**src/rtl/step_motor_pkg.sv**
```systemverilog
// rtl/step_motor_pkg.sv - shared FSM states and coil phase table for the stepper sequencer
// Purpose: state encoding and the 8-entry half-step phase table.
// Each table entry packs {AX,AY,AE,BX,BY,BE}; a coil triple is {X,Y,E}.
package step_motor_pkg;

    typedef enum logic [1:0] {
        ST_IDLE   = 2'd0,
        ST_RUN    = 2'd1,
        ST_FINISH = 2'd2
    } state_t;

    localparam logic [2:0] COIL_POS = 3'b101;
    localparam logic [2:0] COIL_NEG = 3'b011;
    localparam logic [2:0] COIL_OFF = 3'b000;

    // Odd entries energise both coils, so full-step (two-phase-on) moves live on odd indices.
    localparam logic [5:0] PHASE_TABLE [8] = '{
        {COIL_POS, COIL_OFF},
        {COIL_POS, COIL_POS},
        {COIL_OFF, COIL_POS},
        {COIL_NEG, COIL_POS},
        {COIL_NEG, COIL_OFF},
        {COIL_NEG, COIL_NEG},
        {COIL_OFF, COIL_NEG},
        {COIL_POS, COIL_NEG}
    };

endpackage

```
**src/rtl/step_phase_table.sv**
```systemverilog
// rtl/step_phase_table.sv - combinational phase index to coil drive lookup
// Purpose: map phase index to coil drive bits.
// Ports: idx (phase index 0..7) in; coils {AX,AY,AE,BX,BY,BE} out.
module step_phase_table
    import step_motor_pkg::*;
(
    input  logic [2:0] idx,
    output logic [5:0] coils
);

    assign coils = PHASE_TABLE[idx];

endmodule

```
**src/rtl/step_motor_sequencer.sv**
```systemverilog
// rtl/step_motor_sequencer.sv - single-axis bipolar stepper move sequencer
// Purpose: runs moves of N full or half steps at a fixed period, tracks signed position.
// Ports: clock, reset (sync active-high); start/stop move control; dir, half_step,
//        period, steps move setup; hold_en idle hold; AX/AY/AE, BX/BY/BE coil drive;
//        busy, done, aborted status; position signed half-step count.
module step_motor_sequencer
    import step_motor_pkg::*;
#(
    parameter int PERIOD_W = 32,
    parameter int STEPS_W  = 32,
    parameter int POS_W    = 32
) (
    input  logic                clock,
    input  logic                reset,
    input  logic                start,
    input  logic                stop,
    input  logic                dir,
    input  logic                half_step,
    input  logic [PERIOD_W-1:0] period,
    input  logic [STEPS_W-1:0]  steps,
    input  logic                hold_en,
    output logic                AX,
    output logic                AY,
    output logic                AE,
    output logic                BX,
    output logic                BY,
    output logic                BE,
    output logic                busy,
    output logic                done,
    output logic                aborted,
    output logic [POS_W-1:0]    position
);

    state_t              state_q,     state_d;
    logic [PERIOD_W-1:0] cnt_q,       cnt_d;
    logic [PERIOD_W-1:0] period_q,    period_d;
    logic [STEPS_W-1:0]  remaining_q, remaining_d;
    logic                dir_q,       dir_d;
    logic                half_q,      half_d;
    logic [2:0]          idx_q,       idx_d;
    logic [POS_W-1:0]    pos_q,       pos_d;
    logic                aborted_q,   aborted_d;
    logic [5:0]          coils_q,     coils_d;

    logic [5:0]          table_coils;
    logic [2:0]          idx_delta;
    logic [POS_W-1:0]    pos_delta;

    step_phase_table u_phase_table (
        .idx   (idx_q),
        .coils (table_coils)
    );

    // Full-step from an even index moves one slot to reach the two-phase-on (odd) entries,
    // afterwards it moves two slots to stay on them.
    always_comb begin
        idx_delta = (half_q || !idx_q[0]) ? 3'd1 : 3'd2;
        pos_delta = half_q ? POS_W'(1) : POS_W'(2);
    end

    always_comb begin
        state_d     = state_q;
        cnt_d       = cnt_q;
        period_d    = period_q;
        remaining_d = remaining_q;
        dir_d       = dir_q;
        half_d      = half_q;
        idx_d       = idx_q;
        pos_d       = pos_q;
        aborted_d   = aborted_q;

        case (state_q)
            ST_IDLE: begin
                if (start && !stop) begin
                    dir_d       = dir;
                    half_d      = half_step;
                    period_d    = (period < PERIOD_W'(2)) ? PERIOD_W'(2) : period;
                    remaining_d = steps;
                    cnt_d       = '0;
                    aborted_d   = 1'b0;
                    state_d     = (steps == '0) ? ST_FINISH : ST_RUN;
                end
            end
            ST_RUN: begin
                // Stop takes priority over a step due on the same cycle.
                if (stop) begin
                    aborted_d = 1'b1;
                    state_d   = ST_FINISH;
                end else if (cnt_q == period_q - PERIOD_W'(1)) begin
                    cnt_d       = '0;
                    remaining_d = remaining_q - STEPS_W'(1);
                    idx_d       = dir_q ? idx_q + idx_delta : idx_q - idx_delta;
                    pos_d       = dir_q ? pos_q + pos_delta : pos_q - pos_delta;
                    if (remaining_q == STEPS_W'(1)) begin
                        state_d = ST_FINISH;
                    end
                end else begin
                    cnt_d = cnt_q + PERIOD_W'(1);
                end
            end
            ST_FINISH: begin
                state_d = ST_IDLE;
            end
            default: begin
                state_d = ST_IDLE;
            end
        endcase

        coils_d = ((state_q != ST_IDLE) || hold_en) ? table_coils : 6'd0;
    end

    always_ff @(posedge clock) begin
        if (reset) begin
            state_q     <= ST_IDLE;
            cnt_q       <= '0;
            period_q    <= '0;
            remaining_q <= '0;
            dir_q       <= 1'b0;
            half_q      <= 1'b0;
            idx_q       <= 3'd0;
            pos_q       <= '0;
            aborted_q   <= 1'b0;
            coils_q     <= 6'd0;
        end else begin
            state_q     <= state_d;
            cnt_q       <= cnt_d;
            period_q    <= period_d;
            remaining_q <= remaining_d;
            dir_q       <= dir_d;
            half_q      <= half_d;
            idx_q       <= idx_d;
            pos_q       <= pos_d;
            aborted_q   <= aborted_d;
            coils_q     <= coils_d;
        end
    end

    assign {AX, AY, AE, BX, BY, BE} = coils_q;
    assign busy     = (state_q != ST_IDLE);
    assign done     = (state_q == ST_FINISH);
    assign aborted  = aborted_q;
    assign position = pos_q;

endmodule

```
**config.mk**
```make
export PLATFORM = sky130hd
export DESIGN_NAME = step_motor_sequencer
export DESIGN_NICKNAME = d
export VERILOG_FILES = /design/src/rtl/step_motor_pkg.sv /design/src/rtl/step_phase_table.sv /design/src/rtl/step_motor_sequencer.sv
export SDC_FILE = /design/constraint.sdc
export NUM_CORES = 1
export LEC_CHECK = 0
export BUFFER_PORTS_ARGS = -buffer_cell sky130_fd_sc_hd__buf_2
export CAP_MARGIN = 20
export CELL_PAD_IN_SITES_DETAIL_PLACEMENT = 1
export CELL_PAD_IN_SITES_GLOBAL_PLACEMENT = 1
export CORE_ASPECT_RATIO = 1.5
export CORE_MARGIN = 5
export CORE_UTILIZATION = 40
export CTS_BUF_LIST = sky130_fd_sc_hd__clkbuf_8
export DETAILED_ROUTE_END_ITERATION = 7
export GPL_TIMING_DRIVEN = 0
export HOLD_SLACK_MARGIN = 0.08
export PLACE_DENSITY = 0.84
export SETUP_SLACK_MARGIN = 0.4
export SLEW_MARGIN = 20
export SYNTH_ARGS = -nofsm -noshare
export SYNTH_HDL_FRONTEND = slang
export SYNTH_HIERARCHICAL = 1
export SYNTH_SLANG_ARGS = --single-unit
```
**constraint.sdc**
```tcl
create_clock -name clock -period 3.25 [get_ports clock]
set_input_delay 0.1625 -clock clock [delete_from_list [all_inputs] [get_ports clock]]
set_output_delay 0.1625 -clock clock [all_outputs]
set_load 0.01 [all_outputs]
```
==> results_dict.tcl <==
set metrics [dict create \
    status "complete, but fails checks" \
    violations "setup timing" \
    slew_headroom 0.409 \
    synth_edf_count 0 \
    drc 0 \
    powerDensity_mw_per_mm2 397 \
    drive_gt1_frac 0.191 \
    cp_max_fo 8 \
    synthSimpleGateAreaFrac 0.273 \
    switching_share 0.320 \
    ys_types 78 \
    viasPerCell 6.16 \
    final_cells 1692 \
    fin_nets 1506 \
    gp_congestion 0.919 \
    path_clk_slew_ps 90 \
    synth_area_leader_cell "dfxtp_1" \
    routed_wl_mm 37.5 \
    dpl.hpwl_mm 25.2 \
    core_mm2 0.0228 \
    synth_mux_area_frac 0.0317 \
    grt_setup_unrepaired "true" \
    syn_nets 1290 \
    synth_most_common_cell "nand2_1" \
    cp.arrival_ps 4060 \
    num_vias 10426 \
    drv_cap 0 \
    grt_pass1_wl_mm 57.2 \
    synth_xor_area_frac 0.0858 \
    synth_seq_cells 142 \
    final_hold_viol_count 0 \
    htreeDepth 4 \
    netlist_instances 1182 \
    p_total_mw 4.73 \
    cts_tree "done" \
    grt_pass1_vias 10945 \
    clock_path_buffers 2 \
    power_leakage_nw 4.70 \
    clock-sinks 142 \
    io_buffers 110 \
    max_freq_mhz 270 \
    peakVddDrop_v 0.000250 \
    syn_avg_cell_area_um2 7.77 \
    intPower_mw 3.22 \
    die_x_um 134 \
    area_delta_synth_final_pct 29.6 \
    numCtsBuffers 17 \
    synthTopCellsByArea "dfxtp_1 (31%), nand2_1 (6.1%), nor2_1 (4.8%), ha_1 (4.8%), xnor2_1 (4.8%)" \
    start_util 0.403 \
    drv_slew 0 \
    period_needed_ps 3700 \
    end_kind "flip-flop" \
    grt_max_degree 17 \
    hold_path.class "in -> reg" \
    dp_cells 1572 \
    r2r_slack_ps -450 \
    synth_compound_area_frac 0.207 \
    fin_ws_ps -455 \
    required_ps 3600 \
    finClkSkew_ps 14.0 \
    cp-start-kind "flip-flop" \
    yosys_most_used_dff "dfxtp_1" \
    period_share 1.14 \
    track_usage 0.273 \
    finalSetupViolations 101 \
    firstDrtPassIters 5 \
    fp-row-count 68 \
    ant_nets 0 \
    chipHeight_um 196 \
    cts-root-buf "clkbuf_8" \
    synth-seq-area-share 0.309 \
    synth.top_cells.by_count "nand2_1 (149), dfxtp_1 (142), nor2_1 (118)" \
    netSwitchingPower_mw 1.52 \
    synth_adder_area_share 0.0520 \
    synth-warning-count 6 \
    finalSetupTns_ps -31370 \
    dieArea_mm2 0.0262 \
    critPathKind "reg -> reg" \
    wl_per_cell_um 22.2 \
    async_flop_share 0 \
    synth_top_family_by_area "simple AND/OR/NAND/NOR gates" \
    hold_slack_ps 99.1 \
    clkPwrFrac 0.376 \
    drt_iter0_markers 677 \
    grt_overflow 0 \
    tightestPinTransition_ps 879 \
    antenna_found_initial 1 \
    dp_slack_ps -1070 \
    pwr-share-seq 0.392 \
    synth_area_mm2 0.00919 \
    worstSkewPairLatency_ps 490 \
    yosysTopAreaCellShare 0.309 \
    ios 112 \
    p_comb_frac 0.232 \
]
flip-flops by register name, indices dropped and copies added, names as in the netlist:
register     flops
remaining_q     32
state_q          2
period_q        32
dir_q            1
cnt_q           32
aborted          1
idx_q            3
half_q           1
position        32
coils_q          6
power groups by stage:
stage	clock network [mW]	registers [mW]	logic, mW
floorplan	0	1.87	0.589
global placement	0	1.89	0.842
detailed placement	0	1.89	0.868
CTS	1.79	1.85	1.00
global route	1.87	1.86	1.18
finish	1.78	1.86	1.10
worst max-delay path, cell delays in order (launching register included):
cell	delay, ps
dfxtp_1	330
buf_6	140
nor4_4	360
nand4_1	240
buf_4	210
or4_4	500
a22o_1	230
nor4_2	280
buf_4	170
o2111a_2	270
and3_4	220
buf_12	150
clkbuf_16	160
mux2i_1	220
nor2_1	70
metal layers:
metal | GRT usage | share of wire | vias up
met4 | 0.169 | 0.063 | 0
met2 | 0.499 | 0.52 | 395
met3 | 0.0443 | 0.047 | 144
met5 | 0 | 0 | -
met1 | 0.288 | 0.37 | 5131
li1 | - | - | 4756
what timing repair did:
action,4_1_cts,5_1_grt
hold buffers,53,0
resized for setup,51,29
hold endpoints to repair,53,0
pin swaps,7,9
endpoints found under the setup margin,101,101
setup buffers,15,13
cloned,2,4
area by class of cell:
| class | instances | area [um^2] |
|---|---|---|
| fill | 2782 | 10900 |
| sequential | 142 | 2860 |
| antenna | 1 | 2.50 |
| tap | 280 | 350 |
| clock inverter | 15 | 243 |
| buffer | 66 | 428 |
| timing repair inverter | 1 | 7.51 |
| inverter | 23 | 90.1 |
| clock buffer | 17 | 234 |
| multi-input combinational | 951 | 6260 |
| timing repair buffer | 196 | 1430 |
cell families (layout without fill, tap and decap cells):
family                     after synthesis  count (layout)
DFF                                    142             142
adders and majority gates               37              37
and+or+nand+nor                        506             506
xor gates and xnor gates                90              90
muxes                                   29              29
other                                    0               1
buffers and inverters                   89             318
AOI/OAI and AO/OA                      289             289
per-stage QoR:
| step | cell area, um^2 | utilization |
|---|---|---|
| final | 11900 | 0.522 |
| after detailed placement | 10200 | 0.449 |
| after floorplan | 9330 | - |
| after global routing | 11900 | 0.522 |
| after global placement | 10200 | 0.449 |
| after CTS | 11600 | 0.508 |
placed cells by master (no fill, tap or decap), drive strengths merged, types with 6 or more instances in the layout:
master         n
and2          20
or2           10
inv           25
nor2         119
nand2b         9
clkinv         6
buf          156
nand2        150
and3          10
nand3         31
nor2b         10
nor3          35
o31ai         22
or3           15
o21ai         50
a31oi         23
o311ai         8
xnor2         50
a2bb2oi        6
clkbuf        70
a211oi        14
ha            35
xor2          40
bufinv         6
o21a           7
a21o          12
mux2i         28
a21oi         85
or4           16
nor4          39
dfxtp        142
nand4         25
dlygate4sd3   53
and4           7
worst paths after layout:
check	start	endpoint	cells after the start
hold / removal	steps[7]	remaining_q[7]	5
setup reg to reg	period_q[8]	position[3]	14
hold reg to reg	remaining_q[14]	remaining_q[14]	2
setup / recovery	period_q[8]	position[3]	14
Note: power is estimated with default switching activity, not from simulation.
